[src/rtl/div_pkg.sv]
// Shared constants and types for the sequential restoring divider.
//   div_state_t : controller state encoding (IDLE, RUN, DONE)
//   DIV_W       : default operand/result width
//   CNT_W       : width of the step counter at the default width
package div_pkg;

  localparam int DIV_W = 8;
  localparam int CNT_W = $clog2(DIV_W);

  typedef enum logic [1:0] {
    IDLE = 2'd0,
    RUN  = 2'd1,
    DONE = 2'd2
  } div_state_t;

endpackage

[src/rtl/div_restore_step.sv]
// One restoring-division step, purely combinational.
// The {r,q} pair is shifted left by one. The divisor is then trial-subtracted
// from the new partial remainder. The trial result is kept when the borrow
// shows it fits, or when a 1 was shifted out of r; otherwise the old partial
// remainder is restored.
// Ports:
//   r, q       : current partial remainder / quotient-in-progress
//   divisor    : divisor magnitude
//   r_nxt      : partial remainder after this step
//   q_nxt      : quotient after this step (new bit in lsb)
module div_restore_step #(
  parameter int WIDTH = 8
) (
  input  logic [WIDTH-1:0] r,
  input  logic [WIDTH-1:0] q,
  input  logic [WIDTH-1:0] divisor,
  output logic [WIDTH-1:0] r_nxt,
  output logic [WIDTH-1:0] q_nxt
);

  logic [WIDTH-1:0] part;
  logic [WIDTH-1:0] diff;
  logic             borrow;
  logic             keep;

  assign part            = {r[WIDTH-2:0], q[WIDTH-1]};
  assign {borrow, diff}  = {1'b0, part} - {1'b0, divisor};
  // A 1 shifted out of r means the true partial remainder is >= 2^WIDTH,
  // which is always >= divisor. In that case the wrapped diff is the exact
  // result.
  assign keep            = r[WIDTH-1] | ~borrow;
  assign r_nxt           = keep ? diff : part;
  assign q_nxt           = {q[WIDTH-2:0], keep};

endmodule

[src/rtl/div_8bit_seq.sv]
// Sequential restoring divider: one trial subtraction per clock.
// A start pulse is accepted only in IDLE. The block then spends WIDTH cycles
// in RUN and one cycle in DONE, during which the done pulse is high.
// Quotient, remainder and div_by_zero are held from done until the next
// accepted start.
// Optional feature macro: DIV_SIGNED_EN adds the signed_op port, which
// selects two's-complement division. Sign fix-up is applied on the
// RUN->DONE update, so latency is unchanged.
// Ports:
//   clk, rst_n           : clock, async active-low reset
//   start                : request (ignored while busy)
//   dividend, divisor    : operands, sampled on accepted start
//   signed_op            : signed mode (DIV_SIGNED_EN only)
//   busy                 : high in RUN and DONE
//   done                 : one-cycle result-valid pulse
//   quotient, remainder  : held results
//   div_by_zero          : divisor was zero, held with results
module div_8bit_seq
  import div_pkg::*;
#(
  parameter int WIDTH = DIV_W
) (
  input  logic             clk,
  input  logic             rst_n,
  input  logic             start,
  input  logic [WIDTH-1:0] dividend,
  input  logic [WIDTH-1:0] divisor,
`ifdef DIV_SIGNED_EN
  input  logic             signed_op,
`endif
  output logic             busy,
  output logic             done,
  output logic [WIDTH-1:0] quotient,
  output logic [WIDTH-1:0] remainder,
  output logic             div_by_zero
);

  localparam int CW = (WIDTH > 1) ? $clog2(WIDTH) : 1;

  div_state_t       state;
  logic [CW-1:0]    cnt;
  logic [WIDTH-1:0] r_q, q_q, dvsr_q;
  logic             dz_q;
  logic [WIDTH-1:0] r_nxt, q_nxt;
  logic [WIDTH-1:0] q_fin, r_fin;
  logic [WIDTH-1:0] dvd_mag, dvs_mag;

  div_restore_step #(.WIDTH(WIDTH)) u_step (
    .r       (r_q),
    .q       (q_q),
    .divisor (dvsr_q),
    .r_nxt   (r_nxt),
    .q_nxt   (q_nxt)
  );

`ifdef DIV_SIGNED_EN
  logic             neg_a, neg_b;
  logic             neg_q_q, neg_r_q;
  logic [WIDTH-1:0] raw_dvd_q;

  assign neg_a   = signed_op & dividend[WIDTH-1];
  assign neg_b   = signed_op & divisor[WIDTH-1];
  // The most negative value maps to itself. Read as unsigned, that is the
  // correct magnitude.
  assign dvd_mag = neg_a ? (~dividend + 1'b1) : dividend;
  assign dvs_mag = neg_b ? (~divisor + 1'b1) : divisor;

  always_comb begin
    q_fin = q_nxt;
    r_fin = r_nxt;
    if (dz_q) begin
      // The zero-divisor result is all-ones with the raw dividend, in
      // either mode.
      r_fin = raw_dvd_q;
    end else begin
      if (neg_q_q) q_fin = ~q_nxt + 1'b1;
      if (neg_r_q) r_fin = ~r_nxt + 1'b1;
    end
  end
`else
  assign dvd_mag = dividend;
  assign dvs_mag = divisor;
  assign q_fin   = q_nxt;
  assign r_fin   = r_nxt;
`endif

  always_ff @(posedge clk or negedge rst_n) begin
    if (!rst_n) begin
      state       <= IDLE;
      cnt         <= '0;
      r_q         <= '0;
      q_q         <= '0;
      dvsr_q      <= '0;
      dz_q        <= 1'b0;
      busy        <= 1'b0;
      done        <= 1'b0;
      quotient    <= '0;
      remainder   <= '0;
      div_by_zero <= 1'b0;
`ifdef DIV_SIGNED_EN
      neg_q_q     <= 1'b0;
      neg_r_q     <= 1'b0;
      raw_dvd_q   <= '0;
`endif
    end else begin
      case (state)
        IDLE: begin
          if (start) begin
            // q is preloaded with the dividend. Its bits are shifted into r
            // msb-first while quotient bits fill in from the lsb.
            r_q    <= '0;
            q_q    <= dvd_mag;
            dvsr_q <= dvs_mag;
            dz_q   <= (divisor == '0);
            cnt    <= CW'(WIDTH - 1);
            busy   <= 1'b1;
            state  <= RUN;
`ifdef DIV_SIGNED_EN
            neg_q_q   <= neg_a ^ neg_b;
            neg_r_q   <= neg_a;
            raw_dvd_q <= dividend;
`endif
          end
        end
        RUN: begin
          r_q <= r_nxt;
          q_q <= q_nxt;
          if (cnt == '0) begin
            quotient    <= q_fin;
            remainder   <= r_fin;
            div_by_zero <= dz_q;
            done        <= 1'b1;
            state       <= DONE;
          end else begin
            cnt <= cnt - 1'b1;
          end
        end
        DONE: begin
          done  <= 1'b0;
          busy  <= 1'b0;
          state <= IDLE;
        end
        default: begin
          done  <= 1'b0;
          busy  <= 1'b0;
          state <= IDLE;
        end
      endcase
    end
  end

endmodule

[config.mk]
export PLATFORM = sky130hd
export DESIGN_NAME = div_8bit_seq
export DESIGN_NICKNAME = d
export VERILOG_FILES = /design/src/rtl/div_pkg.sv /design/src/rtl/div_restore_step.sv /design/src/rtl/div_8bit_seq.sv
export SDC_FILE = /design/constraint.sdc
export NUM_CORES = 1
export LEC_CHECK = 0
export CORE_ASPECT_RATIO = 0.6
export CORE_MARGIN = 2
export CORE_UTILIZATION = 53
export CTS_CLUSTER_SIZE = 20
export DETAILED_ROUTE_END_ITERATION = 10
export GPL_TIMING_DRIVEN = 0
export MAX_ROUTING_LAYER = met4
export PLACE_DENSITY = 0.81
export SLEW_MARGIN = 20
export SYNTH_ARGS = -nofsm -noshare
export SYNTH_HDL_FRONTEND = slang
export SYNTH_SLANG_ARGS = --single-unit
[constraint.sdc]
create_clock -name clk -period 2.8 [get_ports clk]
set_input_delay 0.56 -clock clk [delete_from_list [all_inputs] [get_ports clk]]
set_output_delay 0.56 -clock clk [all_outputs]
set_load 0.01 [all_outputs]
==> impl_metrics.yaml <==
route:
  avgRoutedWirePerCell_um: 14.4
  antenna_left: 0
  drt_pass1_iterations: 4
  vias_per_cell: 5.36
  routed-via-count: 1952
  number_of_design_rule_violations_left_after_detail_routing: 0
  drt-total-wl_um: 5250
  dr.first_iter.drc_count: 128
floorplan:
  core_region_area_um2: 4490
  design.die.area_um2: 5180
  pin_count: 38
  floorplan.initialDensity: 0.543
  row_cnt: 19
  die_width_um: 91.6
  die_height_um: 56.5
sta:
  worst_margin_slew_ns: 0.552
  fin_skew_ns: 0.0121
  max_freq_ghz: 0.416
  post-route-min-period_ns: 2.40
  final_hold_viol_count: 0
  max_slew_margin: 0.632
  rsz0062_at_grt: "no"
  finalCritPeriodShare: 0.859
  final_setup_violation_count: 0
  final-max-slew-violation-count: 0
final_layout:
  layout.cells.non_filler: 364
  n_antenna_cell: 0
  layout.core_utilization: 0.668
  num-nets-final: 330
  final_layout_size_suffix_gt1_frac: 0.0831
  synthesis_to_layout_area_growth_pct: 23.0
setup_path:
  timing.critical_path.required_ns: 3.04
  max_stage_delay_ns: 0.46
  end_kind: "flop"
  crit_chain: "inv_1, ha_1, fa_1, nand2b_1, a211o_1, and2_4, or4_1, nand3_1"
  crit_path_kind: "reg2reg"
  cp_max_fo: 6
  critPathSlowestCell: "sky130_fd_sc_hd__or4_1"
  worst_ep_arrival_time_ns: 2.64
  critPathLaunchType: "flop"
synthesis:
  ys_seq_elements: 49
  synth.yosys.warnings: 0
  post-synth-top-count-cell: "sky130_fd_sc_hd__nand2_1"
  sequential_area_share_after_synthesis: 0.503
  netlist_top_cells_count: "sky130_fd_sc_hd__nand2_1 (59), sky130_fd_sc_hd__dfrtp_1 (49), sky130_fd_sc_hd__o21ai_0 (29)"
  synth_enable_flop_cells: 0
  syn_nets: 285
  synth_top_area_cell: "sky130_fd_sc_hd__dfrtp_1"
  syn-instance-count: 255
  synth_flop_cell: "sky130_fd_sc_hd__dfrtp_1"
  synth_area_um2: 2440
  async_reset_ff_frac: 1.00
  synth_top_cells_by_area: "sky130_fd_sc_hd__dfrtp_1 (50%), sky130_fd_sc_hd__nand2_1 (9.1%), sky130_fd_sc_hd__o21ai_0 (6.0%)"
  yosys.cell_types.count: 42
  post_synth.cell_area_avg_um2: 9.56
  synth_largest_type_area_fraction: 0.503
placed_design:
  placed_cells_incl_taps: 356
  finalWeightedCongestion: 0.898
  io_buffer_count: 37
  detailedPlacementHpwl_um: 4050
power_and_ir_drop:
  power.density_nw_per_um2: 1290
  peakVddDrop_uv: 569
  p_leak_nw: 1.39
  p_total_w: 0.00387
run:
  max-cap-violations: 0
cts:
  total_clock_buffers_created_by_cts: 5
  post_cts_resize_count: 0
  clkLatencyLatePin_ns: 0.31
  cts_tree: "yes"
  clk_transition_reported_paths_ns: 0.09
  cts_setup_buffers: 0
  clock_path_buffers: 2
  cts.root.buffer_cell: "sky130_fd_sc_hd__clkbuf_8"
  numClockSinks: 49
  cts_hold_buf: 0
  cts_htree_levels: 2
global_routing:
  grt_usage: 0.228
  grt_first_pass_wirelength_um: 8980
  overflow: 0
  grt_start_max_net_pins: 28
  antenna_found_initial: 0
  grt_pass1_vias: 1858
status:
  result_of_the_run: "complete, no violations"
min_path:
  hp-class: "in2async"
layout make-up:
cell class	instances	area, µm²
plain buffers	9	50.0
clock buffers	6	82.6
clock inverters	2	13.8
fillers	365	1490
inverters	16	60.1
multi-input cells	181	1100
flip-flops and latches	49	1230
well taps	63	78.8
repair buffers	38	385
critical path, delay by kind of cell (launching register included):
family | cells | cell delay [ns]
AO/OA/AOI/OAI | 1 | 0.34
AND/OR/NAND/NOR | 4 | 0.91
adder cells (fa/ha/maj) | 2 | 0.64
flip-flops | 1 | 0.39
buffers and inverters | 1 | 0.06
through the flow:
step | hold WS [ns] | setup slack (ns) | TNS [ns] | area (µm²)
global placement | 0.455 | -0.234 | -11.23 | 2890
finish | 0.238 | 0.395 | 0 | 3000
CTS | 0.251 | 0.386 | 0 | 3000
floorplan | 0.264 | 0.590 | 0 | 2440
detailed placement | 0.462 | 0.401 | 0 | 2900
global route | 0.268 | 0.280 | 0 | 3000
report_power, final:
group | total (W) | switching, W | internal, W | leakage (nW)
clock | 0.000432 | 0.000231 | 0.000200 | 0.0512
sequential | 0.00126 | 0.000222 | 0.00104 | 0.607
combinational | 0.00218 | 0.00117 | 0.00100 | 0.733
total | 0.00387 | 0.00163 | 0.00224 | 1.39
cell usage in the layout (no fill, tap or decap), drive strengths merged, types with 3 or more instances in the layout:
| master | netlist | layout |
|---|---|---|
| a211o | 3 | 3 |
| a21o | 5 | 5 |
| a21oi | 12 | 12 |
| a31oi | 3 | 3 |
| buf | 3 | 5 |
| clkbuf | 6 | 12 |
| clkdlybuf4s50 | 0 | 36 |
| dfrtp | 49 | 49 |
| ha | 10 | 10 |
| inv | 16 | 16 |
| mux2i | 10 | 10 |
| nand2 | 60 | 60 |
| nor2 | 9 | 9 |
| nor2b | 4 | 4 |
| nor3 | 3 | 3 |
| o21ai | 30 | 30 |
kinds of logic (layout without fill, tap and decap cells):
logic type / count (synthesis) / in the layout / share of synthesized area
adders and majority gates: 11 / 11 / 0.0595
buffers and inverters: 25 / 71 / 0.0451
AOI/OAI and AO/OA: 66 / 66 / 0.173
xor gates and xnor gates: 2 / 2 / 0.00718
muxes: 12 / 12 / 0.0503
DFF: 49 / 49 / 0.503
and+or+nand+nor: 90 / 90 / 0.162
flip-flops by register name, summed over array words and instances (netlist names):
register and count:
dz_q 1, cnt 3, r_q 8, done 1, dvsr_q 8, state 2, div_by_zero 1, q_q 8
remainder 8, quotient 8, busy 1
layer usage:
metal | global-route usage | vias to the layer above | routed length [µm]
met5 | - | - | 0
met3 | 0.0483 | 7 | 360
met4 | 0.0498 | 0 | 35
met1 | 0.358 | 906 | 2750
met2 | 0.303 | 63 | 2100
li1 | - | 976 | -
worst paths after layout:
| check | from | end | slack (ns) | cells after the start |
|---|---|---|---|---|
| max | q_q[7] | r_q[7] | 0.40 | 8 |
| min | rst_n | remainder[5] | 0.24 | 1 |
| max reg2reg | q_q[7] | r_q[7] | 0.40 | 8 |
| min reg2reg | cnt[0] | cnt[0] | 0.48 | 1 |
| max in group asynchronous | rst_n | div_by_zero | 2.02 | 2 |
| min in group clk | cnt[0] | cnt[0] | 0.48 | 1 |
Power figures use the tool's default switching activity.
